[src/rtl/snake_dir_if.sv]
// Button inputs and status outputs of the snake direction controller.
// The bench drives the buttons through master; the controller uses the slave view.
interface snake_dir_if #(
  parameter int QAW = 2
);
  logic           arriba;
  logic           abajo;
  logic           izquierda;
  logic           derecha;
  logic           pausa;
  logic [2:0]     accion;
  logic [3:0]     estado;
  logic           paso;
  logic           pausado;
  logic [QAW:0]   q_count;
  logic           q_overflow;

  modport master (
    output arriba, abajo, izquierda, derecha, pausa,
    input  accion, estado, paso, pausado, q_count, q_overflow
  );

  modport slave (
    input  arriba, abajo, izquierda, derecha, pausa,
    output accion, estado, paso, pausado, q_count, q_overflow
  );
endinterface

[src/rtl/snake_dir_ctrl.sv]
// Snake direction controller: button edges queue commands, one is applied per movement tick.
// Commands are queued on the press edge; estado/accion/paso change the cycle after a tick.
module snake_dir_ctrl #(
  parameter int TICK_CYCLES = 50000000,
  parameter int QDEPTH      = 4,
  parameter int QAW         = 2
) (
  input  logic      clk,
  input  logic      rst,
  snake_dir_if.slave bus
);
  localparam int CW = $clog2(TICK_CYCLES);
  localparam logic [CW-1:0] TICK_LAST = CW'(TICK_CYCLES - 1);

  typedef enum logic [3:0] {
    INICIO = 4'd0, M_ARR = 4'd1, M_ABA = 4'd2, M_IZQ = 4'd3, M_DER = 4'd4,
    P_ARR  = 4'd5, P_ABA = 4'd6, P_DER = 4'd7, P_IZQ = 4'd8
  } state_t;

  logic [CW-1:0]  tick_cnt;
  logic           tick;
  logic [4:0]     btn, btn_prev, rise;
  logic           armed;
  logic [2:0]     cmd_in, cmd_pop;
  logic [2:0]     mem [QDEPTH];
  logic [QAW-1:0] wr_ptr, rd_ptr;
  logic [QAW:0]   count;
  logic           ovf, full, empty, push, pop;
  state_t         state, state_nxt;
  logic [2:0]     accion;
  logic           paso, pausado;

  // armed stays low for the first cycle after reset so a button held through release is ignored
  assign btn  = {bus.pausa, bus.arriba, bus.abajo, bus.izquierda, bus.derecha};
  assign rise = armed ? (btn & ~btn_prev) : 5'd0;

  always_comb begin
    cmd_in = 3'd0;
    if (rise[4])      cmd_in = 3'd5;
    else if (rise[3]) cmd_in = 3'd1;
    else if (rise[2]) cmd_in = 3'd2;
    else if (rise[1]) cmd_in = 3'd3;
    else if (rise[0]) cmd_in = 3'd4;
  end

  assign tick    = (tick_cnt == TICK_LAST);
  assign full    = (count == (QAW+1)'(QDEPTH));
  assign empty   = (count == '0);
  assign push    = (cmd_in != 3'd0) && !full;
  assign pop     = tick && !empty;
  assign cmd_pop = empty ? 3'd0 : mem[rd_ptr];

  always_ff @(posedge clk) begin
    if (!rst) begin
      btn_prev <= 5'd0;
      armed    <= 1'b0;
      tick_cnt <= '0;
    end else begin
      btn_prev <= btn;
      armed    <= 1'b1;
      tick_cnt <= tick ? '0 : tick_cnt + 1'b1;
    end
  end

  always_ff @(posedge clk) begin
    if (rst && push) mem[wr_ptr] <= cmd_in;
  end

  always_ff @(posedge clk) begin
    if (!rst) begin
      wr_ptr <= '0;
      rd_ptr <= '0;
      count  <= '0;
      ovf    <= 1'b0;
    end else begin
      if (push) wr_ptr <= wr_ptr + 1'b1;
      if (pop)  rd_ptr <= rd_ptr + 1'b1;
      count <= count + (QAW+1)'(push) - (QAW+1)'(pop);
      if ((cmd_in != 3'd0) && full) ovf <= 1'b1;
    end
  end

  function automatic state_t next_state(input state_t s, input logic [2:0] c);
    next_state = s;
    case (s)
      INICIO: begin
        if (c == 3'd1)      next_state = M_ARR;
        else if (c == 3'd2) next_state = M_ABA;
        else if (c == 3'd3) next_state = M_IZQ;
        else if (c == 3'd4) next_state = M_DER;
      end
      M_ARR, M_ABA: begin
        if (c == 3'd3)      next_state = M_IZQ;
        else if (c == 3'd4) next_state = M_DER;
        else if (c == 3'd5) next_state = (s == M_ARR) ? P_ARR : P_ABA;
      end
      M_IZQ, M_DER: begin
        if (c == 3'd1)      next_state = M_ARR;
        else if (c == 3'd2) next_state = M_ABA;
        else if (c == 3'd5) next_state = (s == M_IZQ) ? P_IZQ : P_DER;
      end
      P_ARR: if (c == 3'd5) next_state = M_ARR;
      P_ABA: if (c == 3'd5) next_state = M_ABA;
      P_DER: if (c == 3'd5) next_state = M_DER;
      P_IZQ: if (c == 3'd5) next_state = M_IZQ;
      default: next_state = INICIO;
    endcase
  endfunction

  // accion is fully determined by the state: the direction in a move state, else none
  function automatic logic [2:0] move_of(input state_t s);
    case (s)
      M_ARR:   move_of = 3'd1;
      M_ABA:   move_of = 3'd2;
      M_IZQ:   move_of = 3'd3;
      M_DER:   move_of = 3'd4;
      default: move_of = 3'd0;
    endcase
  endfunction

  assign state_nxt = next_state(state, cmd_pop);

  always_ff @(posedge clk) begin
    if (!rst) begin
      state   <= INICIO;
      accion  <= 3'd0;
      paso    <= 1'b0;
      pausado <= 1'b0;
    end else begin
      paso <= 1'b0;
      if (tick) begin
        state   <= state_nxt;
        accion  <= move_of(state_nxt);
        paso    <= (move_of(state_nxt) != 3'd0);
        pausado <= (state_nxt inside {P_ARR, P_ABA, P_DER, P_IZQ});
      end
    end
  end

  assign bus.estado     = state;
  assign bus.accion     = accion;
  assign bus.paso       = paso;
  assign bus.pausado    = pausado;
  assign bus.q_count    = count;
  assign bus.q_overflow = ovf;
endmodule

[src/flat_wrapper.sv]
// flat-port wrapper written by rule: the top's interface ports become plain ports
module snake_dir_ctrl_flat 
#(
  parameter int TICK_CYCLES = 50000000,
  parameter int QDEPTH      = 4,
  parameter int QAW         = 2
)
  (clk, rst, bus_arriba, bus_abajo, bus_izquierda, bus_derecha, bus_pausa, bus_accion, bus_estado, bus_paso, bus_pausado, bus_q_count, bus_q_overflow);
  snake_dir_if #(.QAW(QAW)) bus_i ();
  input  logic clk;
  input  logic rst;
  input wire logic [$bits(bus_i.arriba)-1:0] bus_arriba;
  input wire logic [$bits(bus_i.abajo)-1:0] bus_abajo;
  input wire logic [$bits(bus_i.izquierda)-1:0] bus_izquierda;
  input wire logic [$bits(bus_i.derecha)-1:0] bus_derecha;
  input wire logic [$bits(bus_i.pausa)-1:0] bus_pausa;
  output wire logic [$bits(bus_i.accion)-1:0] bus_accion;
  output wire logic [$bits(bus_i.estado)-1:0] bus_estado;
  output wire logic [$bits(bus_i.paso)-1:0] bus_paso;
  output wire logic [$bits(bus_i.pausado)-1:0] bus_pausado;
  output wire logic [$bits(bus_i.q_count)-1:0] bus_q_count;
  output wire logic [$bits(bus_i.q_overflow)-1:0] bus_q_overflow;
  assign bus_i.arriba = bus_arriba;
  assign bus_i.abajo = bus_abajo;
  assign bus_i.izquierda = bus_izquierda;
  assign bus_i.derecha = bus_derecha;
  assign bus_i.pausa = bus_pausa;
  assign bus_accion = bus_i.accion;
  assign bus_estado = bus_i.estado;
  assign bus_paso = bus_i.paso;
  assign bus_pausado = bus_i.pausado;
  assign bus_q_count = bus_i.q_count;
  assign bus_q_overflow = bus_i.q_overflow;
  snake_dir_ctrl #(.TICK_CYCLES(TICK_CYCLES), .QDEPTH(QDEPTH), .QAW(QAW)) u_core (.clk(clk), .rst(rst), .bus(bus_i));
endmodule
[config.mk]
export PLATFORM = sky130hd
export DESIGN_NAME = snake_dir_ctrl_flat
export DESIGN_NICKNAME = d
export VERILOG_FILES = /design/src/rtl/snake_dir_if.sv /design/src/rtl/snake_dir_ctrl.sv /design/src/flat_wrapper.sv
export SDC_FILE = /design/constraint.sdc
export NUM_CORES = 1
export LEC_CHECK = 0
export ABC_AREA = 1
export BUFFER_PORTS_ARGS = -buffer_cell sky130_fd_sc_hd__buf_2
export CAP_MARGIN = 30
export CORE_MARGIN = 1
export CORE_UTILIZATION = 50
export CTS_CLUSTER_DIAMETER = 40
export DETAILED_ROUTE_END_ITERATION = 16
export PLACE_DENSITY = 0.76
export SETUP_SLACK_MARGIN = 0.3
export SLEW_MARGIN = 20
export SYNTH_ARGS = -nofsm -noshare
export SYNTH_HDL_FRONTEND = slang
export SYNTH_SLANG_ARGS = --single-unit
[constraint.sdc]
create_clock -name clk -period 2.7 [get_ports clk]
set_input_delay 0.135 -clock clk [delete_from_list [all_inputs] [get_ports clk]]
set_output_delay 0.135 -clock clk [all_outputs]
set_load 0.005 [all_outputs]
==> summary.md <==
| Metric | Value |
|---|---|
| CTS Sinks | 63 |
| Post-DRT Antenna Nets | 0 |
| Area grow syn2layout | 15.3% |
| Element type at the critical path start | flip-flop |
| Die span in y | 82.4 µm |
| Setup ws final | 0.350 ns |
| Register area | 0.00139 mm² |
| Total negative slack | 0 ns |
| Outcome | finished, final reports clean |
| Final Hold Vio Count | 0 |
| Critical path fanouts, max | 2 |
| Max-slew headroom | 0.425 |
| Global Route met2 Usage | 0.370 |
| Hold_sp | bus_derecha |
| Pin count of the biggest net entering global routing | 19 |
| Worst r2r dst | u_core.bus.q_count[1]$_SDFF_PN0_ |
| Initial Utilization | 0.531 |
| Minimum clock period | 2.35 ns |
| Actual slew at the worst max-slew pin | 0.851 ns |
| Met1 Use GR | 0.263 |
| R2R depth | 12 |
| Fmax | 0.426 GHz |
| P_leak | 1.68 nW |
| Core box area | 0.00610 mm² |
| RSZ-0062 raised after global routing | false |
| Clock transition at path regs | 0.07 ns |
| Yosys cell types | 41 |
| Vias/cell | 5.20 |
| Iteration-0 DRC Markers | 138 |
| Gr ovfl total | 0 |
| Drt drc | 0 |
| Setup-failing EPs final | 0 |
| Multi-input logic area | 0.00161 mm² |
| Diode count | 0 |
| Syn_nets | 450 |
| Clk_lat worst skew | 0.34 ns |
| Synth area leaders | dfxtp_1, nand2_1, edfxtp_1, inv_1, nor2_1 |
| CP required | 2.92 ns |
| Post-synthesis async set-or-reset flop share | 0 |
| Worst vdd ir | 0.414 mV |
| Placed cell count | 526 |
| Cell row count | 28 |
| FILL cells | 555 |
| I/O Buffers | 19 |
| Post-synthesis average cell area | 7.44 µm² |
| CP Capture Type | flip-flop |
| Sequential area share after synthesis | 0.427 |
| WS Path Type | flip-flop to flip-flop |
| Critical Path AT | 2.57 ns |
| Hold Path Class | primary input to flip-flop |
| Die X | 82.4 µm |
| Number of global-route vias before repair | 2684 |
| Routed WL | 6.39 mm |
| Grt met3 use | 0.0560 |
| Yosys top cell area share | 0.316 |
| H-tree Lvls | 3 |
| Total track usage | 0.215 |
| Max Cap Viol | 0 |
| Post-synth EDFFs | 12 |
| # IOs | 20 |
| Hold endpoint | u_core.btn_prev[0]$_SDFF_PN0_ |
| DRT Pass-1 Iters | 4 |
| Routed wire length per instance | 11.7 µm |
| Final cell count without fillers | 548 |
| Slew Limit Fails | 0 |
| Fin util | 0.612 |
| Most Used Layer, Global Route | met2 |
| Die area | 0.00680 mm² |
| WHS Path Cells | 3 |
| DR vias | 2849 |
| Gp weighted congestion | 0.891 |
| Final nets | 483 |
| Flop2flop setup slack | 0.35 ns |
| Num CTS Buffers | 9 |
| R2R Path Start | u_core.tick_cnt[25]$_SDFF_PP0_ |
| Post-synth top area cell | dfxtp_1 |
| Cells after Synth | 435 |
| Place WS | 0.215 ns |
| Primary FF master, synth | dfxtp_1 |
| DP Wirelength | 4.80 mm |
| Clock Tree Root | clkbuf_8 |
| FF+latch count, synth | 63 |
| PD cells | 661 mW/mm² |
| CTS tree | done |
| Layout cell share with drive strength beyond 1 | 0.180 |
| Bufs on Longest Clock Path | 2 |
| First-pass GRT wire length | 11.2 mm |
| YS warnings | 0 |
| Fin crit share | 0.870 |
| Mapped cell area | 0.00324 mm² |
| Initial antenna violation count | 0 |
| Clk_skew | 0.00914 ns |
==> per-stage QoR <==
step / power [mW] / hold slack (ns) / area [µm²]
3_5_place_dp: 1.54 / 0.332 / 3410
4_1_cts: 2.47 / 0.00422 / 3690
6_report: 2.46 / 0.0123 / 3730
2_1_floorplan: 1.43 / 0.163 / 3240
3_3_place_gp: 1.52 / 0.325 / 3410
5_1_grt: 2.61 / 0.000140 / 3730
==> power by group <==
| group | switching, mW | internal, mW |
|---|---|---|
| combinational | 0.312 | 0.169 |
| sequential | 0.0395 | 1.02 |
| clock | 0.377 | 0.550 |
==> critical path, cell delays in order, from the launching register on <==
cell	delay [ns]
dfxtp_1	0.33
inv_1	0.07
nor4_2	0.25
nand3_1	0.16
nor3_2	0.16
nand2_2	0.09
nor2_2	0.14
ha_1	0.25
inv_1	0.06
ha_1	0.13
inv_1	0.05
fa_2	0.52
nor2_1	0.04
==> cell usage in the layout, fill, tap and decap left out, types with 3 or more instances in the layout <==
cell type and n:
a21oi_1 23, nor3_1 10, o21ai_0 17, edfxtp_1 12, nor3_2 3, ha_1 7, inv_2 4, clkbuf_8 10
nand4_1 6, dlygate4sd3_1 4, nand2_2 8, xor2_1 4, dfxtp_2 7, nand3_2 8, buf_4 3, nand3b_1 4
nand3_1 26, nand2_1 98, o31ai_1 3, o21a_1 4, buf_2 19, nor2_1 49, nor2_2 6, o21ai_1 6
inv_1 58, dfxtp_1 44
==> cells by family (layout without fill, tap and decap cells) <==
logic type	count (synthesis)	count (layout)	share of synthesized area
buffers and inverters	68	106	0.0835
adder cells (fa/ha/maj)	8	8	0.0333
flip-flops	63	63	0.427
AO/OA/AOI/OAI	61	61	0.104
XOR/XNOR	5	5	0.0135
AND/OR/NAND/NOR	230	230	0.338
==> metal layers <==
metal	wire, µm	up-vias
li1	-	1481
met1	3000	1307
met2	3050	52
met3	253	9
met4	84	0
met5	0	-
==> sequential cells by signal, summed over array words and instances (netlist names), 2 cells and up, named ones only <==
signal              count
u_core.btn_prev         5
u_core.bus.accion       3
u_core.mem             12
u_core.bus.q_count      3
u_core.bus.estado       4
u_core.rd_ptr           2
u_core.tick_cnt        26
u_core.wr_ptr           2
==> synthesized netlist by cell type (3+ instances only) <==
cell,count
o21a_1,4
o21ai_1,6
edfxtp_1,12
nand3_2,7
xor2_1,4
ha_1,7
nor2_2,4
nand3b_1,4
dfxtp_1,51
o21ai_0,18
inv_1,59
nand2_2,7
nor3_1,11
nand4_1,6
a21oi_1,23
inv_2,3
nand3_1,27
nand2_1,99
nor2_1,51
o31ai_1,3
==> repair_timing <==
item | 4_1_cts | 5_1_grt
cloned | 0 | 0
pin swaps | 1 | 3
gates resized for setup | 3 | 14
setup endpoints to repair | 2 | 2
hold endpoints to repair | 4 | 0
buffers inserted | 0 | 2
hold buffers | 4 | 0
==> worst max path at each step <==
stage                     slack [ns]  depth (start not counted)                      startpoint                          endpoint
after floorplan                 0.48                         13  u_core.tick_cnt[19]$_SDFF_PP0_  u_core.bus.q_count[2]$_SDFF_PN0_
after global placement          0.35                         13  u_core.tick_cnt[19]$_SDFF_PP0_  u_core.bus.q_count[2]$_SDFF_PN0_
after detailed placement        0.22                         13  u_core.tick_cnt[19]$_SDFF_PP0_  u_core.bus.q_count[2]$_SDFF_PN0_
after CTS                       0.31                         13  u_core.tick_cnt[15]$_SDFF_PP0_  u_core.bus.q_count[2]$_SDFF_PN0_
after global routing            0.27                         12  u_core.tick_cnt[25]$_SDFF_PP0_  u_core.bus.q_count[1]$_SDFF_PN0_
final                           0.35                         12  u_core.tick_cnt[25]$_SDFF_PP0_  u_core.bus.q_count[1]$_SDFF_PN0_
==> cell type report <==
type	count	area share
well taps	75	0.0252
clock inverters	6	0.0245
multi-input cells	304	0.433
inverters	64	0.0657
flip-flops and latches	63	0.373
repair buffers	26	0.0423
clock buffers	10	0.0369
No activity file was read; power rests on OpenSTA's default activity.
